[config.mk]
export PLATFORM = sky130hd
export DESIGN_NAME = compare_iter_nb
export DESIGN_NICKNAME = d
export VERILOG_FILES = /design/src/rtl/cmp_pkg.sv /design/src/rtl/cmp_chunk_nb.sv /design/src/rtl/compare_iter_nb.sv
export SDC_FILE = /design/constraint.sdc
export NUM_CORES = 1
export LEC_CHECK = 0
export ABC_AREA = 1
export CAP_MARGIN = 25
export CELL_PAD_IN_SITES_DETAIL_PLACEMENT = 1
export CELL_PAD_IN_SITES_GLOBAL_PLACEMENT = 2
export CORE_ASPECT_RATIO = 1.75
export CORE_UTILIZATION = 29
export CTS_BUF_LIST = sky130_fd_sc_hd__clkbuf_16
export DETAILED_ROUTE_END_ITERATION = 7
export PLACE_DENSITY_LB_ADDON = 0.1
export SYNTH_ARGS = -nofsm -noshare
export SYNTH_HDL_FRONTEND = slang
export SYNTH_SLANG_ARGS = --single-unit
[constraint.sdc]
create_clock -name clk_i -period 4.9 [get_ports clk_i]
set_input_delay 0.49 -clock clk_i [delete_from_list [all_inputs] [get_ports clk_i]]
set_output_delay 0.49 -clock clk_i [all_outputs]
set_load 0.1 [all_outputs]
[src/rtl/cmp_pkg.sv]
// cmp_pkg: op and FSM state encodings plus legal-op helper for the iterative comparator
package cmp_pkg;
    localparam logic [2:0] CMP_EQ  = 3'b000;
    localparam logic [2:0] CMP_NE  = 3'b001;
    localparam logic [2:0] CMP_LT  = 3'b100;
    localparam logic [2:0] CMP_GE  = 3'b101;
    localparam logic [2:0] CMP_LTU = 3'b110;
    localparam logic [2:0] CMP_GEU = 3'b111;
    localparam logic [1:0] S_IDLE = 2'd0;
    localparam logic [1:0] S_RUN  = 2'd1;
    localparam logic [1:0] S_DONE = 2'd2;
    function automatic logic op_legal(input logic [2:0] op);
        return op[2] || !op[1];
    endfunction
endpackage

[src/rtl/cmp_chunk_nb.sv]
// cmp_chunk_nb: combinational unsigned compare of one CHUNK-bit slice
module cmp_chunk_nb #(
    parameter int CHUNK = 8
) (
    input  logic [CHUNK-1:0] a,
    input  logic [CHUNK-1:0] b,
    output logic             lt,
    output logic             eq
);
    assign lt = a < b;
    assign eq = a == b;
endmodule

[src/rtl/compare_iter_nb.sv]
// compare_iter_nb: iterative RISC-V branch/set comparator, CHUNK bits per cycle, MSB chunk first
// Define CMP_EARLY_EXIT_EN to leave RUN on the first differing chunk (data-dependent latency).
module compare_iter_nb
    import cmp_pkg::*;
#(
    parameter int N     = 32,
    parameter int CHUNK = 8
) (
    input  logic         clk_i,
    input  logic         rstn_i,
    input  logic         in_valid_i,
    output logic         in_ready_o,
    input  logic [N-1:0] a_i,
    input  logic [N-1:0] b_i,
    input  logic [2:0]   op_i,
    output logic         out_valid_o,
    input  logic         out_ready_i,
    output logic [N-1:0] r_o,
    output logic         err_o
);
    localparam int K  = N / CHUNK;
    localparam int IW = (K > 1) ? $clog2(K) : 1;
    localparam logic [IW-1:0] LAST = IW'(K - 1);

    generate
        if (CHUNK < 1 || CHUNK > N || (N % CHUNK) != 0) begin : g_bad_cfg
            $error("compare_iter_nb: N must be a multiple of CHUNK, 1 <= CHUNK <= N");
        end
    endgenerate

    logic [1:0]       state;
    logic [N-1:0]     a_q, b_q;
    logic [2:0]       op_q;
    logic [IW-1:0]    idx;
    logic             decided, lt_q, r_q, err_q;
    logic [CHUNK-1:0] ca, cb;
    logic             c_lt, c_eq, sign_diff, diff, cur_lt, fin_eq, fin_lt, outcome, last;

    assign ca = a_q[idx*CHUNK +: CHUNK];
    assign cb = b_q[idx*CHUNK +: CHUNK];

    cmp_chunk_nb #(.CHUNK(CHUNK)) u_chunk (.a(ca), .b(cb), .lt(c_lt), .eq(c_eq));

    // Signed ops with differing sign bits are decided on the MSB chunk alone.
    always_comb begin
        sign_diff = (idx == LAST) && (op_q == CMP_LT || op_q == CMP_GE) && (a_q[N-1] ^ b_q[N-1]);
        diff      = sign_diff || !c_eq;
        cur_lt    = sign_diff ? a_q[N-1] : c_lt;
        fin_eq    = !(decided || diff);
        fin_lt    = decided ? lt_q : cur_lt;
        outcome   = (op_q == CMP_EQ) ? fin_eq :
                    (op_q == CMP_NE) ? !fin_eq :
                    (op_q == CMP_LT || op_q == CMP_LTU) ? fin_lt :
                    (op_q == CMP_GE || op_q == CMP_GEU) ? !fin_lt : 1'b0;
`ifdef CMP_EARLY_EXIT_EN
        last      = (idx == '0) || (diff && op_legal(op_q));
`else
        last      = (idx == '0);
`endif
    end

    always_ff @(posedge clk_i or negedge rstn_i) begin
        if (!rstn_i) begin
            state   <= S_IDLE;
            a_q     <= '0;
            b_q     <= '0;
            op_q    <= '0;
            idx     <= '0;
            decided <= 1'b0;
            lt_q    <= 1'b0;
            r_q     <= 1'b0;
            err_q   <= 1'b0;
        end else begin
            case (state)
                S_IDLE: if (in_valid_i) begin
                    a_q     <= a_i;
                    b_q     <= b_i;
                    op_q    <= op_i;
                    idx     <= LAST;
                    decided <= 1'b0;
                    lt_q    <= 1'b0;
                    state   <= S_RUN;
                end
                S_RUN: begin
                    if (!decided && diff) begin
                        decided <= 1'b1;
                        lt_q    <= cur_lt;
                    end
                    if (last) begin
                        r_q   <= outcome;
                        err_q <= !op_legal(op_q);
                        state <= S_DONE;
                    end else begin
                        idx <= idx - 1'b1;
                    end
                end
                S_DONE: if (out_ready_i) state <= S_IDLE;
                default: state <= S_IDLE;
            endcase
        end
    end

    assign in_ready_o  = state == S_IDLE;
    assign out_valid_o = state == S_DONE;
    assign r_o         = {{(N-1){1'b0}}, r_q};
    assign err_o       = err_q;
endmodule

* After elaboration in Yosys (flattened, before gate mapping)
Cells that the tools add are included.
Operators by class: reduce and logical (&&, ||, !) cells 24, magnitude comparators 1, bitwise operators 1, add/subtract/negate cells 1, muxes and demuxes 18, shift-type cells 2, equal/unequal tests 14
Operators with widths (count):
- 32-bit by 6-bit indexed part select with 8-bit output | 2
- 3-bit equality test (second input constant) | 4
- 2-bit 2-to-1 mux | 5
- 1-bit 2-to-1 mux | 9
- 3-bit AND reduction | 3
- 8-bit equality test | 1
- 8-bit < comparator | 1
- 2-bit inequality test (second input constant) | 4
- 1-bit logical NOT | 6
- 1-bit logical OR | 6
- 2-bit case mux with 3 select lines | 1
- 2-bit equality test (second input constant) | 2
- 2-bit logical NOT | 2
- 1-bit case mux with 2 select lines | 2
- 2-bit case mux with 2 select lines | 1
- 2-bit AND reduction | 2
- 3-bit by 1-bit equality test with 1-bit output (second input constant) | 1
- 1-bit logical AND | 3
- 3-bit logical NOT | 1
- 2-bit by 1-bit equality test with 1-bit output (second input constant) | 1
- 2-bit by 1-bit inequality test with 1-bit output (second input constant) | 1
- 2-bit nonzero test | 1
- 2-bit by 1-bit subtractor with 2-bit output (second input constant) | 1
- 1-bit bitwise XOR | 1
Storage, ports and cells: word-level logic and storage cells 70, output and inout bits 35, register bits after elaboration 75, bits of input ports 71

* Depth between registers and ports, before layout
word-level depth 11, gate-level depth with buffers 18, depth with buffers taken out 17

* Hierarchy
A second synthesis with hierarchy kept.
Second synthesis, totals: cells, all modules 506, area total of the unflattened synthesis 3916.3 um^2
By module, submodules not included:
- compare_iter_nb | seq. area each 1876.8 um^2, instances 1, cells each 469, area an instance 3694.8 um^2
- cmp_chunk_nb | seq. area each 0.0 um^2, instances 1, cells each 37, area an instance 221.5 um^2

* Least setup slack after synthesis
No wires, ideal clock.
path kind register -> register, start register state[0], end register op_q[0], buffers on the path 2, data arrival time 2.465 ns, library setup time 0.116 ns, required time 4.784 ns, path slack 2.319 ns, period minus slack after synthesis 2.581 ns, stages on the path, launching flop included 7, cells stage by stage dfrtp_1 > nor2_1 > nand2_1 > buf_2 > buf_2 > nand2_1 > nand2_1
Between the ends: longest elaborated chain between the ends 2
Ends and longest elaborated chain:
- start: declaration | RTL line compare_iter_nb.sv:31 | logic [1:0] state;
- start signal: assignment | RTL line compare_iter_nb.sv:64 | state <= S_IDLE;
- start signal: assignment | RTL line compare_iter_nb.sv:82 | state <= S_RUN;
- start signal: assignment | RTL line compare_iter_nb.sv:92 | state <= S_DONE;
- 2-bit logical NOT
- named net in_ready_o | RTL line compare_iter_nb.sv:12 | output logic in_ready_o,
- 2-bit AND reduction (no line)
- end signal: assignment | RTL line compare_iter_nb.sv:78 | op_q <= op_i;
- end: declaration | RTL line compare_iter_nb.sv:33 | logic [2:0] op_q;
The timed path passes the listed nets, and every way through them passes these cells. A chain may end at the register's enable or synchronous reset.

* Worst setup path in the final report
start register idx[1], end register r_q
Between the ends: longest elaborated chain between the ends 10, elaborated cells between the ends (all ways) 20, classes of those cells order compare: 1; eq/ne: 2; shift: 2; mux: 6; reduce/logical: 9
Ends and longest elaborated chain:
- start: declaration | RTL line compare_iter_nb.sv:34 | logic [IW-1:0] idx;
- start signal: assignment | RTL line compare_iter_nb.sv:94 | idx <= idx - 1'b1;
- parallel branches: the longest is 10 deep, another holds 8-bit < comparator
- end signal: assignment | RTL line compare_iter_nb.sv:90 | r_q <= outcome;
- end: declaration | RTL line compare_iter_nb.sv:35 | logic decided, lt_q, r_q, err_q;
Parallel ways; which one is timed is not known.

==> run_results.csv <==
group,metric,value,unit
cts,cts_made_buffers,9,
timing,timing.clock.skew,0.008128,ns
timing,min_period,2.760,ns
cts,cts_max_path_buffers,2,
timing,worst_case_headroom_to_the_max_slew_limit,35.38,%
timing,rsz0062_at_grt,"false",
logic_synthesis,postSynthAreaPerCell,7.781,um2
floorplanning,initial_core_util,29.79,%
critical_path,setup.reg_to_reg.worst_slack,2.14,ns
floorplanning,dieWidth,89.38,um
critical_path,timing.rr.start,"idx[1]",
logic_synthesis,yosysSeqAreaShare,48.43,%
floorplanning,area_of_the_core,13010,um2
logic_synthesis,netlist_top_cells_count,"241 x nand2_1, 75 x dfrtp_1, 32 x buf_4",
timing,hold_violations,0,
critical_path,gate_family_responsible_for_the_most_delay_along_the_worst_path,"simple AND/OR/NAND/NOR gates",
layout,area_growth_syn_to_layout,28.19,%
critical_path,slowest_stage,"inv_1",
critical_path,timing.rr.end,"r_q",
place,port-buffer-count,74,
logic_synthesis,yosys.cell_count.top_type,"nand2_1",
logic_synthesis,ys_warn_count,0,
logic_synthesis,syn-cell-area,3875,um2
logic_synthesis,synth_top_area_cell,"dfrtp_1",
worst_hold_path,worstHoldPathCells,2,
global_route,grt_pass1_wl,17.26,mm
layout,fin_util,38.19,%
place,place_congestion,0.7981,
cts,clock_sink_count,75,
logic_synthesis,synthTopCellsByArea,"dfrtp_1 48%, nand2_1 23%, buf_4 6.2%",
worst_hold_path,worstHoldEndpoint,"a_q[12]",
place,place_hpwl,8.007,mm
timing,setup_viol,0,
worst_hold_path,min_path_type,"reg2reg",
routing,detail_route.iter0.violations,89,
routing,wl_per_cell,14.84,um
routing,avgViaCountPerCell,4.447,
critical_path,setup.worst_path.end_class,"register",
power,power.leakage,2.468,nW
critical_path,crit_path_frequent_cell,"nand2_1",
critical_path,critPathKind,"reg2reg",
timing,final_max_slew_viol_count,0,
critical_path,worstPathBufferInverterCount,1,
cts,post_cts.resized_instances,0,
routing,remaining_drc_errors,0,
critical_path,timing.critical_path.cells,"inv_1 > o21ai_0 > nor2_1 > a21oi_1 > ha_1 > nand2_2 > nor2_4 > nand2_2 > nor3_2 > nand2_1 > a21oi_2 > nand3_1 > nand2_1 > nand2_1",
global_route,grt_usage,16.87,%
power,vdd_drop_max,0.1828,mV
routing,wl,10.97,mm
cts,clkSlewWorstSetupHoldPaths,0.06,ns
floorplanning,placement_rows,55,
global_route,antenna_found_initial,0,
logic_synthesis,asyncSetResetFlopFracSynth,100.0,%
critical_path,worst_ep_required_time,5.14,ns
global_route,globalRouteOverflowTotal,0,
critical_path,worst-path-stages,14,
floorplanning,fp.dieArea,13850,um2
timing,fmax,0.3624,GHz
timing,tightestPinTransition,0.9662,ns
cts,tritoncts,"yes",
critical_path,critical_path_arrival,3.00,ns
run,cap_violations,0,
logic_synthesis,netlist_instances,498,
layout,layout-drive-gt1-share,5.634,%
global_route,grt_pass1_vias,3359,
critical_path,timing.critical_path.from_type,"register",
global_route,maximum_number_of_pins_on_one_net_before_global_route_repair,76,
layout,final_net_count,644,
routing,drt.antenna.violating_nets,0,
logic_synthesis,synth_enable_flop_cells,0,
cts,clk_root_buffer_cell,"clkbuf_16",
cts,ctsHoldBuffers,0,
logic_synthesis,synth_flop_cell,"dfrtp_1",
status,outcome,"finished clean",
logic_synthesis,synth-seq-cells,75,
timing,timing.final.crit_share,56.32,%
critical_path,r2r_cells,14,
floorplanning,io_pins,106,
layout,antenna-diode-count,0,
power,p_per_area,690.5,nW/um2
logic_synthesis,area_share_of_the_largest_cell_type_after_synthesis,48.43,%
routing,number_of_vias_in_the_routed_layout,3286,
cts,worst_skew_pair.late_latency,0.34,ns
worst_hold_path,worst_min_path_start,"a_q[12]",
logic_synthesis,synth.lib_cells_used.distinct,28,
cts,htree_levels,3,
critical_path,path_max_fanout,24,
critical_path,critical-path-max-stage-delay,0.57,ns
cts,post-cts-setup-buffer-count,0,
timing,tns,0,ns
floorplanning,die_height,154.9,um
routing,drt-pass1-iter-count,4,
==> cell type report <==
| type | instances | area (um2) |
|---|---|---|
| clock buffers | 9 | 225.2 |
| well taps | 171 | 214.0 |
| clock inverters | 7 | 83.83 |
| inverters | 18 | 67.56 |
| fillers | 1574 | 8039 |
| repair buffers | 79 | 798.3 |
| multi-input cells | 380 | 1702 |
| flip-flops and latches | 75 | 1877 |
==> cells by family (layout without fill, tap and decap cells) <==
logic type               Yosys count  in the layout  share of synthesized area (%)
buffers and inverters             73            113                          10.62
flip-flops                        75             75                          48.43
other                              1             31                        0.09678
AND/OR/NAND/NOR                  282            282                          28.61
AO/OA/AOI/OAI                     57             57                          9.009
adder cells (fa/ha/maj)           10             10                          3.229
==> per-layer routing <==
| metal | track usage, % | vias to the layer above | wire (um) | share of wire [%] |
|---|---|---|---|---|
| met5 | 0 | - | 0 | 0 |
| met4 | 5.593 | 0 | 178 | 1.6 |
| met3 | 3.395 | 13 | 363 | 3.3 |
| met2 | 29.55 | 80 | 5885 | 54 |
| met1 | 20.17 | 1557 | 4541 | 41 |
| li1 | - | 1636 | - | - |
==> registers in the layout, summed over array words and instances, names as in the netlist <==
signal and count:
err_o 1, idx 2, lt_q 1, a_q 32
state 2, r_q 1, b_q 32, op_q 3
decided 1
==> tightest hold or removal path, cell delays in order (launching register included) <==
cell and delay (ns):
dfrtp_1 0.33, nand2_1 0.06, nand2_1 0.05
==> through the flow <==
step                cells  hold WS [ns]  cell area, um2  power, mW  setup slack [ns]
floorplan             528        0.1944            3988      2.307             2.319
global placement      721        0.4673            4621      2.726             2.181
detailed placement    721        0.4690            4621      2.764             2.148
CTS                   737        0.3436            4930      3.489             2.154
global route          739        0.5008            4967      3.714             1.922
finish                739        0.4794            4967      3.430             2.140
==> layout by cell type, fill, tap and decap left out, drive strengths merged, types with 6 or more instances in the layout <==
cell type / synthesis / routed
ha: 10 / 10
clkdlybuf4s50: 0 / 73
conb: 1 / 31
inv: 18 / 19
a32o: 7 / 7
o21ai: 26 / 26
nand3: 6 / 6
dfrtp: 75 / 75
nand2: 244 / 244
o22ai: 8 / 8
clkbuf: 8 / 9
a21oi: 11 / 11
nor2: 29 / 29
==> power by group <==
group / switching [mW] / leakage, nW / internal [mW]
registers: 0.216 / 0.927 / 0.915
clock network: 0.257 / 0.152 / 0.439
logic: 1.06 / 1.39 / 0.547
total: 1.53 / 2.47 / 1.90
==> worst max path at each step <==
stage                from      end  slack [ns]
3_5_place_dp   in_valid_i  op_q[1]        2.15
4_1_cts            idx[1]      r_q        2.15
2_1_floorplan    state[0]  op_q[0]        2.32
6_report           idx[1]      r_q        2.14
5_1_grt            idx[1]      r_q        1.92
3_3_place_gp   in_valid_i  op_q[1]        2.18
Power figures use the tool's default switching activity.
